--- src/rtl/game_mmio_regs.sv ---
// game_mmio_regs: Avalon-MM game control register bank with tick prescaler, button capture and command FIFO.
// Optional button debouncing is enabled by defining GAME_BTN_DEBOUNCE_EN.
module game_mmio_regs #(
  parameter int          FIFO_DEPTH      = 16,
  parameter int          DEBOUNCE_CYCLES = 50000,
  parameter logic [31:0] ID_VALUE        = 32'h47414D45
) (
  input  logic        clk_clk,
  input  logic        reset_reset_n,
  input  logic        mmo_reset,
  input  logic [4:0]  mmo_address,
  input  logic [31:0] mmo_writedata,
  input  logic [3:0]  mmo_byteenable,
  input  logic        mmo_read,
  input  logic        mmo_write,
  output logic [31:0] mmo_readdata,
  input  logic [4:0]  btn_i,
  output logic        cmd_valid_o,
  output logic [31:0] cmd_data_o,
  input  logic        cmd_ready_i,
  output logic [31:0] score_o,
  output logic        irq_o
);
  localparam int PW = (FIFO_DEPTH > 1) ? $clog2(FIFO_DEPTH) : 1;
  localparam int CW = 5;

  if (FIFO_DEPTH < 2 || FIFO_DEPTH > 16 || DEBOUNCE_CYCLES < 1) begin : g_param_check
    $error("game_mmio_regs: FIFO_DEPTH must be 2..16 and DEBOUNCE_CYCLES >= 1");
  end

  logic        run_q, run_d, irq_en_q, irq_en_d;
  logic [31:0] tick_div_q, tick_div_d, presc_q, presc_d, tick_cnt_q, tick_cnt_d;
  logic [31:0] score_q, score_d, rdata_q, rdata_d, rmux;
  logic        pend_q, pend_d, ovf_q, ovf_d, irq_q, irq_d;
  logic [4:0]  sync1_q, sync1_d, sync2_q, sync2_d, prev_q, prev_d, press_q, press_d;
  logic [4:0]  btn_lvl;
  logic [PW-1:0] wr_ptr_q, wr_ptr_d, rd_ptr_q, rd_ptr_d;
  logic [CW-1:0] count_q, count_d;
  logic [31:0] mem [FIFO_DEPTH];
  logic [31:0] ctrl_new, push_data;
  logic        we_ctrl, we_status, we_div, we_btn, we_push, we_score;
  logic        flush, run_rise, tick, full, empty, pop, push_ok;

  function automatic logic [31:0] be_merge(input logic [31:0] old_v, input logic [31:0] new_v,
                                           input logic [3:0] be);
    logic [31:0] res;
    for (int b = 0; b < 4; b++) res[8*b +: 8] = be[b] ? new_v[8*b +: 8] : old_v[8*b +: 8];
    return res;
  endfunction

  assign we_ctrl   = mmo_write && (mmo_address == 5'h01);
  assign we_status = mmo_write && (mmo_address == 5'h02);
  assign we_div    = mmo_write && (mmo_address == 5'h03);
  assign we_btn    = mmo_write && (mmo_address == 5'h05);
  assign we_push   = mmo_write && (mmo_address == 5'h06);
  assign we_score  = mmo_write && (mmo_address == 5'h07);

  assign ctrl_new  = be_merge({30'b0, irq_en_q, run_q}, mmo_writedata, mmo_byteenable);
  assign flush     = we_ctrl && ctrl_new[2];
  assign run_rise  = we_ctrl && ctrl_new[0] && !run_q;
  assign push_data = be_merge(32'h0, mmo_writedata, mmo_byteenable);

  assign tick    = run_q && (presc_q == 32'd0);
  assign full    = (count_q == CW'(FIFO_DEPTH));
  assign empty   = (count_q == '0);
  assign pop     = !empty && cmd_ready_i;
  assign push_ok = we_push && !flush && (!full || pop);

`ifdef GAME_BTN_DEBOUNCE_EN
  localparam int DW = $clog2(DEBOUNCE_CYCLES + 1);
  logic [4:0]    lvl_q;
  logic [DW-1:0] db_cnt_q [5];

  // A level flips only after the synchronised input has disagreed with it for DEBOUNCE_CYCLES in a row.
  always_ff @(posedge clk_clk or negedge reset_reset_n) begin
    if (!reset_reset_n) begin
      lvl_q <= '0;
      for (int i = 0; i < 5; i++) db_cnt_q[i] <= '0;
    end else if (mmo_reset) begin
      lvl_q <= '0;
      for (int i = 0; i < 5; i++) db_cnt_q[i] <= '0;
    end else begin
      for (int i = 0; i < 5; i++) begin
        if (sync2_q[i] == lvl_q[i]) begin
          db_cnt_q[i] <= '0;
        end else if (db_cnt_q[i] == DW'(DEBOUNCE_CYCLES - 1)) begin
          lvl_q[i]    <= sync2_q[i];
          db_cnt_q[i] <= '0;
        end else begin
          db_cnt_q[i] <= db_cnt_q[i] + DW'(1);
        end
      end
    end
  end
  assign btn_lvl = lvl_q;
`else
  assign btn_lvl = sync2_q;
`endif

  always_comb begin
    rmux = 32'h0;
    case (mmo_address)
      5'h00:   rmux = ID_VALUE;
      5'h01:   rmux = {30'b0, irq_en_q, run_q};
      5'h02:   rmux = {20'b0, ovf_q, empty, full, count_q, 3'b0, pend_q};
      5'h03:   rmux = tick_div_q;
      5'h04:   rmux = tick_cnt_q;
      5'h05:   rmux = {19'b0, press_q, 3'b0, btn_lvl};
      5'h07:   rmux = score_q;
      default: rmux = 32'h0;
    endcase
  end

  // Next state for every register; the soft reset overrides everything at the end.
  always_comb begin
    rdata_d    = mmo_read ? rmux : rdata_q;
    run_d      = we_ctrl ? ctrl_new[0] : run_q;
    irq_en_d   = we_ctrl ? ctrl_new[1] : irq_en_q;
    tick_div_d = we_div ? be_merge(tick_div_q, mmo_writedata, mmo_byteenable) : tick_div_q;
    score_d    = we_score ? be_merge(score_q, mmo_writedata, mmo_byteenable) : score_q;

    presc_d = presc_q;
    if (run_q) presc_d = tick ? tick_div_q : presc_q - 32'd1;
    if (!run_q || run_rise || we_div) presc_d = tick_div_d;
    tick_cnt_d = tick ? tick_cnt_q + 32'd1 : tick_cnt_q;
    if (run_rise) tick_cnt_d = 32'd0;

    pend_d = tick || (pend_q && !(we_status && mmo_byteenable[0] && mmo_writedata[0]));
    irq_d  = pend_q && irq_en_q;
    ovf_d  = (we_push && !flush && full && !pop) ||
             (ovf_q && !(we_status && mmo_byteenable[1] && mmo_writedata[11]));

    sync1_d = btn_i;
    sync2_d = sync1_q;
    prev_d  = btn_lvl;
    press_d = (btn_lvl & ~prev_q) |
              (press_q & ~((we_btn && mmo_byteenable[1]) ? mmo_writedata[12:8] : 5'b0));

    wr_ptr_d = wr_ptr_q + (push_ok ? PW'(1) : PW'(0));
    rd_ptr_d = rd_ptr_q + (pop ? PW'(1) : PW'(0));
    count_d  = count_q + CW'(push_ok) - CW'(pop);
    if (flush) begin
      wr_ptr_d = '0;
      rd_ptr_d = '0;
      count_d  = '0;
    end

    if (mmo_reset) begin
      rdata_d = '0; run_d = 1'b0; irq_en_d = 1'b0; tick_div_d = '0; score_d = '0;
      presc_d = '0; tick_cnt_d = '0; pend_d = 1'b0; irq_d = 1'b0; ovf_d = 1'b0;
      sync1_d = '0; sync2_d = '0; prev_d = '0; press_d = '0;
      wr_ptr_d = '0; rd_ptr_d = '0; count_d = '0;
    end
  end

  always_ff @(posedge clk_clk or negedge reset_reset_n) begin
    if (!reset_reset_n) begin
      rdata_q <= '0; run_q <= 1'b0; irq_en_q <= 1'b0; tick_div_q <= '0; score_q <= '0;
      presc_q <= '0; tick_cnt_q <= '0; pend_q <= 1'b0; irq_q <= 1'b0; ovf_q <= 1'b0;
      sync1_q <= '0; sync2_q <= '0; prev_q <= '0; press_q <= '0;
      wr_ptr_q <= '0; rd_ptr_q <= '0; count_q <= '0;
    end else begin
      rdata_q <= rdata_d; run_q <= run_d; irq_en_q <= irq_en_d; tick_div_q <= tick_div_d;
      score_q <= score_d; presc_q <= presc_d; tick_cnt_q <= tick_cnt_d; pend_q <= pend_d;
      irq_q <= irq_d; ovf_q <= ovf_d; sync1_q <= sync1_d; sync2_q <= sync2_d;
      prev_q <= prev_d; press_q <= press_d;
      wr_ptr_q <= wr_ptr_d; rd_ptr_q <= rd_ptr_d; count_q <= count_d;
    end
  end

  // Storage needs no reset: an empty FIFO never exposes its contents.
  always_ff @(posedge clk_clk) begin
    if (push_ok && !mmo_reset) mem[wr_ptr_q] <= push_data;
  end

  assign mmo_readdata = rdata_q;
  assign cmd_valid_o  = !empty;
  assign cmd_data_o   = empty ? 32'h0 : mem[rd_ptr_q];
  assign score_o      = score_q;
  assign irq_o        = irq_q;
endmodule
--- config.mk ---
export PLATFORM = sky130hd
export DESIGN_NAME = game_mmio_regs
export DESIGN_NICKNAME = d
export VERILOG_FILES = /design/src/rtl/game_mmio_regs.sv
export SDC_FILE = /design/constraint.sdc
export NUM_CORES = 1
export LEC_CHECK = 0
export CAP_MARGIN = 10
export CORE_MARGIN = 2
export CORE_UTILIZATION = 40
export CTS_BUF_LIST = sky130_fd_sc_hd__clkbuf_2
export CTS_CLUSTER_SIZE = 28
export DETAILED_ROUTE_END_ITERATION = 16
export SKIP_LAST_GASP = 1
export SLEW_MARGIN = 20
export SYNTH_ARGS = -nofsm -noshare
export SYNTH_HDL_FRONTEND = slang
export SYNTH_SLANG_ARGS = --single-unit
--- constraint.sdc ---
create_clock -name clk_clk -period 5.9 [get_ports clk_clk]
set_clock_uncertainty 0.05 [all_clocks]
set_input_delay 1.475 -clock clk_clk [delete_from_list [all_inputs] [get_ports clk_clk]]
set_output_delay 1.475 -clock clk_clk [all_outputs]
set_load 0.02 [all_outputs]
==> metrics, run 1 <==
Avg Cell Area, Syn ~16 µm²; max incr delay on CP ~0.73 ns; RePlAce Congestion about 0.86; register-to-register setup slack roughly 2.5 ns; Starting Density between 40% and 50%; fin crit period ~5.6 ns; critical path launch point type flop; async set-reset flop share out of synthesis ~28%; most numerous cell in the Yosys netlist edfxtp_1; # nets final 2170; post-DR vias/cell about 5.5; core area roughly 73000 µm²; Worst Path Required ~4.4 ns; drt drc 0; Worst EP arrival roughly 4.1 ns; Setup crit end cmd_data_o[21]; H-tree depth 4; routed vias 17.7k; met2 WL around 37000 µm; Syn-to-layout area delta 15.2%; Critical path origin rd_ptr_q[1]$_DFF_PN0_; count of cell types in the netlist 60; Max VDD drop ~0.19 mV; Met3 Routed Length 5190 µm; CTS root buf clkbuf_2; Die Width roughly 280 µm; CP cell instances buf_4 > mux4_2 > mux4_2 > nor2b_1 > clkdlybuf4s50_1; leakage power approximately 12 nW; PD cells around 320 nW/µm²; Top cell by count, worst path mux4_2; Comb power frac a little over a fifth; synth warn 0; Rel. slew slack 25.0%; Antenna Violating Nets Remaining 0; remaining global-route overflow 0; Switching Share between 20% and 30%; gr usage total approximately 21%; Pre-Repair DR Iteration Count 6; post-DP HPWL 49400 µm; share of layout cells above drive strength 1 around a quarter; Clock Pin Slew Worst Setup and Hold Paths 0.10 ns; largest delay contributor family on the critical path buffers and inverters; final setup vio count 0; antenna violations before repair 4; CTS tree done; Rows between 90 and 100; area of the multi-input gates ~9000 µm²; number of buffers and inverters on the critical path 2; Post-synth EDFFs 512; largest cells by area after synthesis edfxtp_1 52%, dfrtp_1 17%, mux4_2 12%; area of the die ~76000 µm²; kind of end point of the critical path output pin; DR WL/cell around 24 µm; Worst Setup Path Type reg2out; final WL about 76000 µm; met1 WL approximately 33000 µm; DRT iter0 DRCs about 1.4k; Synth top area share 52.3%; top sig layer met5; number of placed I/O pins 150; Port-buffer cells 149; clock share of power between 20% and 30%; critical-path cell with the highest stage delay dfrtp_4; worst-skew pair later-pin latency ~1.4 ns; Final Hold Viols 0; register area 20300 µm²; unrepaired setup endpoints after global routing false; FMAX ~180 MHz; first-pass GRT wire length roughly 110000 µm; vias in the first global route approximately 18k; max-slew violation count 0; Worst Hold Class in2async; leading cell types by count after synthesis 512 x edfxtp_1, 198 x dfrtp_1, 160 x mux4_2; dominant cell type by area after synthesis edfxtp_1; crit path max fanout 26; Setup TNS 0 ns; reg2reg end mem[6][26]$_DFFE_PP_; CP Depth 5; Seq pwr share between 40% and 50%; status complete, no violations; max_cap viols 0; Synth Flop Type edfxtp_1; TritonCTS Buffers 180; final period utilization 95.6%; FF+latch count, synth slightly above 700; syn_nets approximately 1.9k; Reg2Reg Depth 9; Critical R2R Launch count_q[2]$_DFF_PN0_; largest net degree at the start of global routing 100; die height approximately 280 µm; Worst-Margin Slew 1.13 ns; PnR worst setup slack 0.261 ns; Mapped Area ~29000 µm²; Pint 7.78 mW; total net switching power roughly 3.2 mW; clock sink count between 700 and 800; Syn Inst Count 1827; CTS max path bufs 3; Fill cells 6380; post-synthesis sequential area ratio 69.1%; post-place setup slack 0.958 ns
sequential cells by signal (all words and copies together), names as in the netlist:
signal and count:
ovf_q 1, mmo_readdata 32, press_q 5, wr_ptr_q 4
sync1_q 5, run_q 1, presc_q 32, prev_q 5
score_o 32, tick_cnt_q 32, btn_lvl 5, rd_ptr_q 4
tick_div_q 32, count_q 5, pend_q 1, mem 512
irq_en_q 1, irq_o 1
worst min path at each step:
stage / startpoint / end / slack [ns]
2_1_floorplan: sync1_q[0]$_DFF_PN0_ / btn_lvl[0]$_DFF_PN0_ / 0.39
3_3_place_gp: sync1_q[2]$_DFF_PN0_ / btn_lvl[2]$_DFF_PN0_ / 0.40
3_5_place_dp: sync1_q[2]$_DFF_PN0_ / btn_lvl[2]$_DFF_PN0_ / 0.40
4_1_cts: reset_reset_n / mmo_readdata[20]$_DFFE_PN0P_ / 0.04
5_1_grt: reset_reset_n / mmo_readdata[25]$_DFFE_PN0P_ / 0.06
6_report: reset_reset_n / score_o[25]$_DFFE_PN0P_ / 0.13
cell families after synthesis:
family,after synthesis,share of synthesized area [%]
AO/OA/AOI/OAI,230,5.03
XOR/XNOR,56,1.67
adder cells (fa/ha/maj),14,0.621
buffers and inverters,124,1.59
flip-flops,710,69.1
multiplexers,201,13.6
AND/OR/NAND/NOR,492,8.34
power groups by stage:
stage               logic (mW)  clock network [mW]  registers (mW)
finish                    2.30                3.20            5.45
global placement          2.20                   0            5.61
global route              2.47                3.58            5.46
CTS                       2.33                3.32            5.45
floorplan                 1.47                   0            5.51
detailed placement        2.23                   0            5.61
metal layers:
metal / vias to the layer above / global-route usage (%)
met5: - / 0
met4: 2 / 6.30
met3: 111 / 5.32
met2: 664 / 32.4
met1: 9178 / 28.3
li1: 7719 / -
metrics by stage:
| step | total power [mW] | cell area (µm²) | cells | hold WS, ns | utilization (%) |
|---|---|---|---|---|---|
| detailed placement | 7.84 | 32200 | 2874 | 0.400 | 44.3 |
| floorplan | 6.98 | 29400 | 1827 | 0.389 | - |
| global placement | 7.81 | 32200 | 2874 | 0.403 | 44.3 |
| finish | 10.9 | 33900 | 3188 | 0.130 | 46.5 |
| global route | 11.5 | 33900 | 3184 | 0.0619 | 46.5 |
| CTS | 11.1 | 33900 | 3177 | 0.0403 | 46.5 |
area by class of cell:
class                           count  share of cell area, %
Antenna cell                       10                 0.0738
Clock buffer                      262                   3.87
Clock inverter                     35                  0.631
Inverter                           19                  0.210
Multi-Input combinational cell    993                   25.9
Sequential cell                   710                   60.0
Tap cell                          959                   3.54
Timing Repair Buffer              200                   5.82
placed cells by master, fill, tap and decap left out, types with 6 or more instances in the layout:
master,count
edfxtp_1,512
clkbuf_2,262
dfrtp_1,194
mux4_2,160
clkdlybuf4s50_1,147
nand2_1,126
nor2_1,114
a21oi_1,78
nor2b_1,55
buf_4,43
mux2i_1,41
xnor2_1,39
and2_1,36
o21ai_0,34
nand3_1,31
nor4_1,20
inv_1,19
nor3_1,18
a22o_1,18
clkinv_1,18
a31oi_1,17
xor2_1,17
a22oi_1,17
a21o_1,16
or3_1,15
nor2_4,13
and3_1,13
ha_1,13
diode_2,10
o22ai_1,10
or4_1,7
buf_12,7
nand3b_1,6
nor3_2,6
and4_1,6
repair_timing:
action	4_1_cts	5_1_grt
hold buffers	0	0
resized for setup	1	0
endpoints found under the setup margin	32	0
setup buffers	6	0
(Power assumes the default switching activity.)
==> inputs of run 2 (changes only) <==
- CTS_CLUSTER_DIAMETER: unset -> 40
- SKIP_CTS_REPAIR_TIMING: unset -> 1
==> run 2 against run 1 <==
Effect of this change:
- via count is 2.7% lower
- critical path type unchanged
- register-to-register slack about the same
- maximum frequency barely moved
- flip-flop and latch count did not move
- clock-buffer cell count decreased by 157
- cell count is 3.7% lower
- first-iteration DRC count grew 0.93%
- power is 0.62% higher
- critical path depth did not move
- sequential share of layout area is 0.095 points higher
- worst hold slack improved by 0.15 ns
- cell area fell by 0.16%
==> metrics, run 2 (synthesis results as in run 1) <==
worst-skew pair later-pin latency 1.25 ns (was 1.40 ns); commonest non-fill, non-tap cells in the layout 512 x edfxtp_1, 194 x dfrtp_1, 160 x mux4_2 (was 512 x edfxtp_1, 262 x clkbuf_2, 194 x dfrtp_1); placed cell count 2874 (unchanged); TritonCTS Buffers 100 (was 180); Worst-Margin Slew 1.08 ns (was 1.13 ns); gr usage total 20.0% (was 20.6%); DRT iter0 DRCs 1411 (was 1398); crit path max fanout 19 (was 26); post-DR vias/cell 5.60 (was 5.54); core area 72800 µm² (unchanged); Reg2Reg Depth 15 (was 9); fin crit period 5.64 ns (about the same); Worst Hold Class in2async (unchanged); vias in the first global route 17.6k (was 18.4k); post-place setup slack 0.958 ns (unchanged); fin util 46.5% (about the same); final period utilization 95.5% (was 95.6%); register area 20300 µm² (unchanged); PnR worst setup slack 0.264 ns (was 0.261 ns); drt drc 0 (unchanged); Tot Pwr 11.0 mW (was 10.9 mW); Rows 99 (unchanged); area of the multi-input gates 8760 µm² (about the same); Port-buffer cells 149 (unchanged); clock sink count 710 (unchanged); Worst EP arrival 4.11 ns (about the same); max_cap viols 0 (unchanged); number of placed I/O pins 150 (unchanged); Post-Layout Cell Count 3071 (was 3188); Fill cells 6284 (was 6380); Worst Setup Path Type reg2out (unchanged); critical path launch point type flop (unchanged); Syn-to-layout area delta 15.1% (was 15.2%); max-slew violation count 0 (unchanged); largest register by flop count mem (unchanged); RePlAce Congestion 0.859 (unchanged); antenna violations before repair 4 (unchanged); # nets final 2087 (was 2170); PD cells 325 nW/µm² (was 323 nW/µm²); reg2reg end count_q[4]$_DFF_PN0_ (was mem[6][26]$_DFFE_PP_); Antenna Violating Nets Remaining 0 (unchanged); kind of end point of the critical path output pin (unchanged); final setup vio count 0 (unchanged); CTS max path bufs 3 (unchanged); CTS root buf clkbuf_2 (unchanged); max reg flops 512 (unchanged); post-DP HPWL 49400 µm (unchanged); Die Width 275 µm (unchanged); Clock Pin Slew Worst Setup and Hold Paths 0.23 ns (was 0.10 ns); leakage power 11.7 nW (was 12.0 nW); H-tree depth 3 (was 4); remaining global-route overflow 0 (unchanged); Max VDD drop 0.191 mV (was 0.185 mV); Worst Path Required 4.38 ns (about the same); area of the die 75700 µm² (unchanged); Hold WS 0.276 ns (was 0.130 ns); FMAX 177 MHz (about the same); register-to-register setup slack 2.53 ns (was 2.52 ns); DR WL/cell 24.4 µm (was 24.0 µm); Rel. slew slack 28.0% (was 25.0%); first-pass GRT wire length 112000 µm (was 115000 µm); Starting Density 40.4% (unchanged); routed vias 17.2k (was 17.7k); Critical R2R Launch count_q[2]$_DFF_PN0_ (unchanged); die height 275 µm (unchanged); Final Hold Viols 0 (unchanged); largest net degree at the start of global routing 100 (unchanged); status complete, no violations (unchanged); Pre-Repair DR Iteration Count 9 (was 6); share of layout cells above drive strength 1 20.1% (was 23.6%); most common cell after layout, fill and taps aside edfxtp_1 (unchanged); final WL 75100 µm (was 76400 µm); CTS tree done (unchanged)
==> run 2: changes by cell type in the layout (fill, tap and decap cells not counted), moves of 3 or more <==
| cell | before | now |
|---|---|---|
| clkinvlp_4 | 2 | 9 |
| clkinv_1 | 18 | 6 |
| clkinv_8 | 0 | 6 |
| inv_8 | 1 | 11 |
| inv_12 | 0 | 3 |
| bufinv_16 | 1 | 10 |
| clkinv_2 | 5 | 8 |
| inv_6 | 3 | 16 |
| diode_2 | 10 | 5 |
| clkbuf_2 | 262 | 105 |
| clkinv_4 | 4 | 12 |
==> run 2: worst max-delay path: stages (launching register included) <==
cell             delay [ns]
dfrtp_4                0.68
buf_4                  0.44
mux4_2                 0.61
mux4_2                 0.46
nor2b_1                0.14
clkdlybuf4s50_1        0.54
==> run 2: worst max-delay path by stage <==
stage                          start              endpoint  depth (start not counted)  slack, ns
4_1_cts        rd_ptr_q[1]$_DFF_PN0_        cmd_data_o[21]                          5      -0.16
5_1_grt        rd_ptr_q[0]$_DFF_PN0_        cmd_data_o[23]                          5      -0.05
2_1_floorplan         mmo_address[0]   mem[0][0]$_DFFE_PP_                          5       0.71
6_report       rd_ptr_q[0]$_DFF_PN0_        cmd_data_o[27]                          5       0.26
3_5_place_dp          mmo_address[1]  mem[15][6]$_DFFE_PP_                          8       0.96
3_3_place_gp          mmo_address[3]  mem[13][4]$_DFFE_PP_                          8       1.05
==> run 2: routing by layer <==
layer	vias to the layer above	track usage (%)	share of wire, %
met5	-	0	0.013
met4	2	4.48	1.8
met3	108	3.85	6.4
met2	648	32.0	48
met1	8903	28.5	44
li1	7529	-	-
==> run 2: where the power goes <==
part	switching [mW]	internal, mW
Sequential	0.0842	5.39
Combinational	1.12	1.14
Clock	2.12	1.17
Total	3.32	7.70
==> run 2: final cells by class <==
cell class,instances,share of cell area (%)
diodes,5,0.0370
clock buffers,105,1.55
clock inverters,83,2.86
inverters,19,0.211
multi-input cells,993,25.9
flip-flops and latches,710,60.1
well taps,959,3.55
repair buffers,197,5.81
==> run 2: metrics by stage <==
step | setup TNS, ns | instance area, µm²
final | 0 | 33800
after floorplan | 0 | 29400
after CTS | -1.68 | 33700
after detailed placement | 0 | 32200
after global routing | -0.191 | 33800
after global placement | 0 | 32200
==> inputs of run 3 (changes only) <==
- clock period: 5.9 -> 4.8 ns (I/O delays scaled with it)
==> run 3 against run 2 <==
Effect of this change:
- register-to-register slack got worse by 1.2 ns
- sequential share of layout area is 0.87 points lower
- global-route usage rose by 0.31 points
- critical endpoint is now cmd_data_o[30]
- cell area increased by 1.5%
- sequential power up 22%
- combinational power is 36% higher
- cell count grew 1.4%
- non-clock buffer count increased by 43
- setup slack lost 0.21 ns
- first-iteration DRC count is 16% higher
- clock power up 18%
==> metrics, run 3 (synthesis results as in run 1) <==
post-DP HPWL 48100 µm (was 49400 µm); Fill cells 6289 (was 6284); placed cell count 2885 (was 2874); Setup TNS 0 ns (unchanged); Worst EP arrival 3.50 ns (was 4.11 ns); largest net degree at the start of global routing 77 (was 100); Port-buffer cells 149 (unchanged); CP cell instances buf_4 > buf_12 > clkbuf_16 > mux4_2 > mux4_2 > nor2b_1 > clkbuf_2 (was buf_4 > mux4_2 > mux4_2 > nor2b_1 > clkdlybuf4s50_1); largest delay contributor family on the critical path multiplexers (unchanged); Top cell by count, worst path mux4_2 (unchanged); vias in the first global route 17.6k (about the same); Final Instance Area 34300 µm² (was 33800 µm²); antenna violations before repair 4 (unchanged); TritonCTS Buffers 100 (unchanged); worst-skew pair later-pin latency 1.19 ns (was 1.25 ns); Worst Hold Class in2reg (was in2async); drt drc 0 (unchanged); core area 72800 µm² (unchanged); area of the multi-input gates 8770 µm² (was 8760 µm²); DR WL/cell 24.9 µm (was 24.4 µm); commonest non-fill, non-tap cells in the layout 512 x edfxtp_1, 194 x dfrtp_1, 160 x mux4_2 (unchanged); # nets final 2130 (was 2087); share of layout cells above drive strength 1 22.9% (was 20.1%); final WL 77500 µm (was 75100 µm); kind of end point of the critical path output pin (unchanged); Clock Pin Slew Worst Setup and Hold Paths 0.19 ns (was 0.23 ns); critical path launch point type flop (unchanged); unrepaired setup endpoints after global routing true; Die Width 275 µm (unchanged); post-DR vias/cell 5.60 (about the same); Rel. slew slack 32.2% (was 28.0%); Antenna Violating Nets Remaining 0 (unchanged); first-pass GRT wire length 114000 µm (was 112000 µm); Post-Layout Cell Count 3115 (was 3071); die height 275 µm (unchanged); Syn-to-layout area delta 16.8% (was 15.1%); Final Hold Viols 0 (unchanged); number of buffers and inverters on the critical path 4 (was 2); number of placed I/O pins 150 (unchanged); PD cells 397 nW/µm² (was 325 nW/µm²); most common cell after layout, fill and taps aside edfxtp_1 (unchanged); CTS root buf clkbuf_2 (unchanged); Max VDD drop 0.230 mV (was 0.191 mV); status complete, no violations (unchanged); leakage power 12.0 nW (was 11.7 nW); final setup vio count 0 (unchanged); routed vias 17.4k (was 17.2k); Starting Density 40.4% (unchanged); H-tree depth 3 (unchanged); Placed Area 32500 µm² (was 32200 µm²); RePlAce Congestion 0.862 (was 0.859); Rows 99 (unchanged); critical-path cell with the highest stage delay mux4_2 (was dfrtp_4); max-slew violation count 0 (unchanged); max_cap viols 0 (unchanged); remaining global-route overflow 0 (unchanged); Hold WS 0.395 ns (was 0.276 ns); Worst Path Required 3.55 ns (was 4.38 ns); max incr delay on CP 0.53 ns (was 0.68 ns); fin crit period 4.75 ns; register area 20300 µm² (unchanged); area of the die 75700 µm² (unchanged); largest register by flop count mem (unchanged); max reg flops 512 (unchanged); final period utilization 98.9%; Worst Setup Path Type reg2out (unchanged); DRT iter0 DRCs 1632 (was 1411); FMAX about 210 MHz; gr usage total 20.3% (was 20.0%); Worst-Margin Slew 1.01 ns (was 1.08 ns); CTS tree done (unchanged); CTS max path bufs 3 (unchanged); crit path max fanout 7 (was 19); clock sink count 710 (unchanged); Pre-Repair DR Iteration Count 5 (was 9)
==> run 3: changes by cell type in the layout (fill, tap and decap cells not counted), moves of 7 or more <==
| cell | before | now |
|---|---|---|
| clkbuf_2 | 105 | 115 |
| inv_8 | 11 | 4 |
| clkbuf_16 | 0 | 8 |
| buf_2 | 0 | 17 |
| buf_12 | 6 | 23 |
| clkdlybuf4s50_1 | 147 | 115 |
| buf_4 | 41 | 59 |
==> run 3: worst paths after layout <==
path	startpoint	end	slack [ns]	cells past startpoint
setup / recovery	rd_ptr_q[0]$_DFF_PN0_	cmd_data_o[30]	0.05	7
hold / removal	mmo_reset	score_o[2]$_DFFE_PN0P_	0.39	2
setup reg to reg	presc_q[12]$_DFFE_PN0P_	tick_cnt_q[28]$_DFFE_PN0P_	1.31	7
hold reg to reg	sync1_q[2]$_DFF_PN0_	btn_lvl[2]$_DFF_PN0_	0.44	1
min in group asynchronous	reset_reset_n	mmo_readdata[24]$_DFFE_PN0P_	0.51	2
max in group asynchronous	reset_reset_n	score_o[9]$_DFFE_PN0P_	3.31	3
==> run 3: cell type report <==
cell class	instances	area share, %
flip-flops and latches	710	59.2
multi-input cells	993	25.5
repair buffers	240	7.42
well taps	959	3.49
clock inverters	81	2.50
clock buffers	108	1.57
inverters	19	0.208
diodes	5	0.0364
==> run 3: report_power, final <==
group	internal, mW	total [mW]	switching, mW	leakage (nW)
sequential	6.62	6.68	0.0607	7.18
clock	1.45	3.88	2.43	0.856
combinational	1.58	3.08	1.50	4.00
==> run 3: layer usage <==
metal	up-vias	GRT usage, %	routed length, µm
met5	-	0	13
met4	2	6.33	1880
met3	119	4.07	4800
met2	620	32.5	37400
met1	9089	28.2	33400
li1	7607	-	-
==> run 3: metrics by stage <==
stage	util, %	power (mW)	worst slack, ns
final	47.2	13.6	0.0530
after global routing	47.2	14.3	-0.142
after CTS	46.5	13.5	-0.755
after detailed placement	44.6	9.61	0.520
after global placement	44.6	9.59	0.549
after floorplan	-	8.58	0.0595
==> run 3: worst register-to-register path: cells and delay by family, from the launching register on <==
| kind | cells | cell delay [ns] |
|---|---|---|
| flops | 1 | 0.43 |
| simple gates | 5 | 2.44 |
| compound gates | 1 | 0.17 |
| buf+inv | 1 | 0.36 |
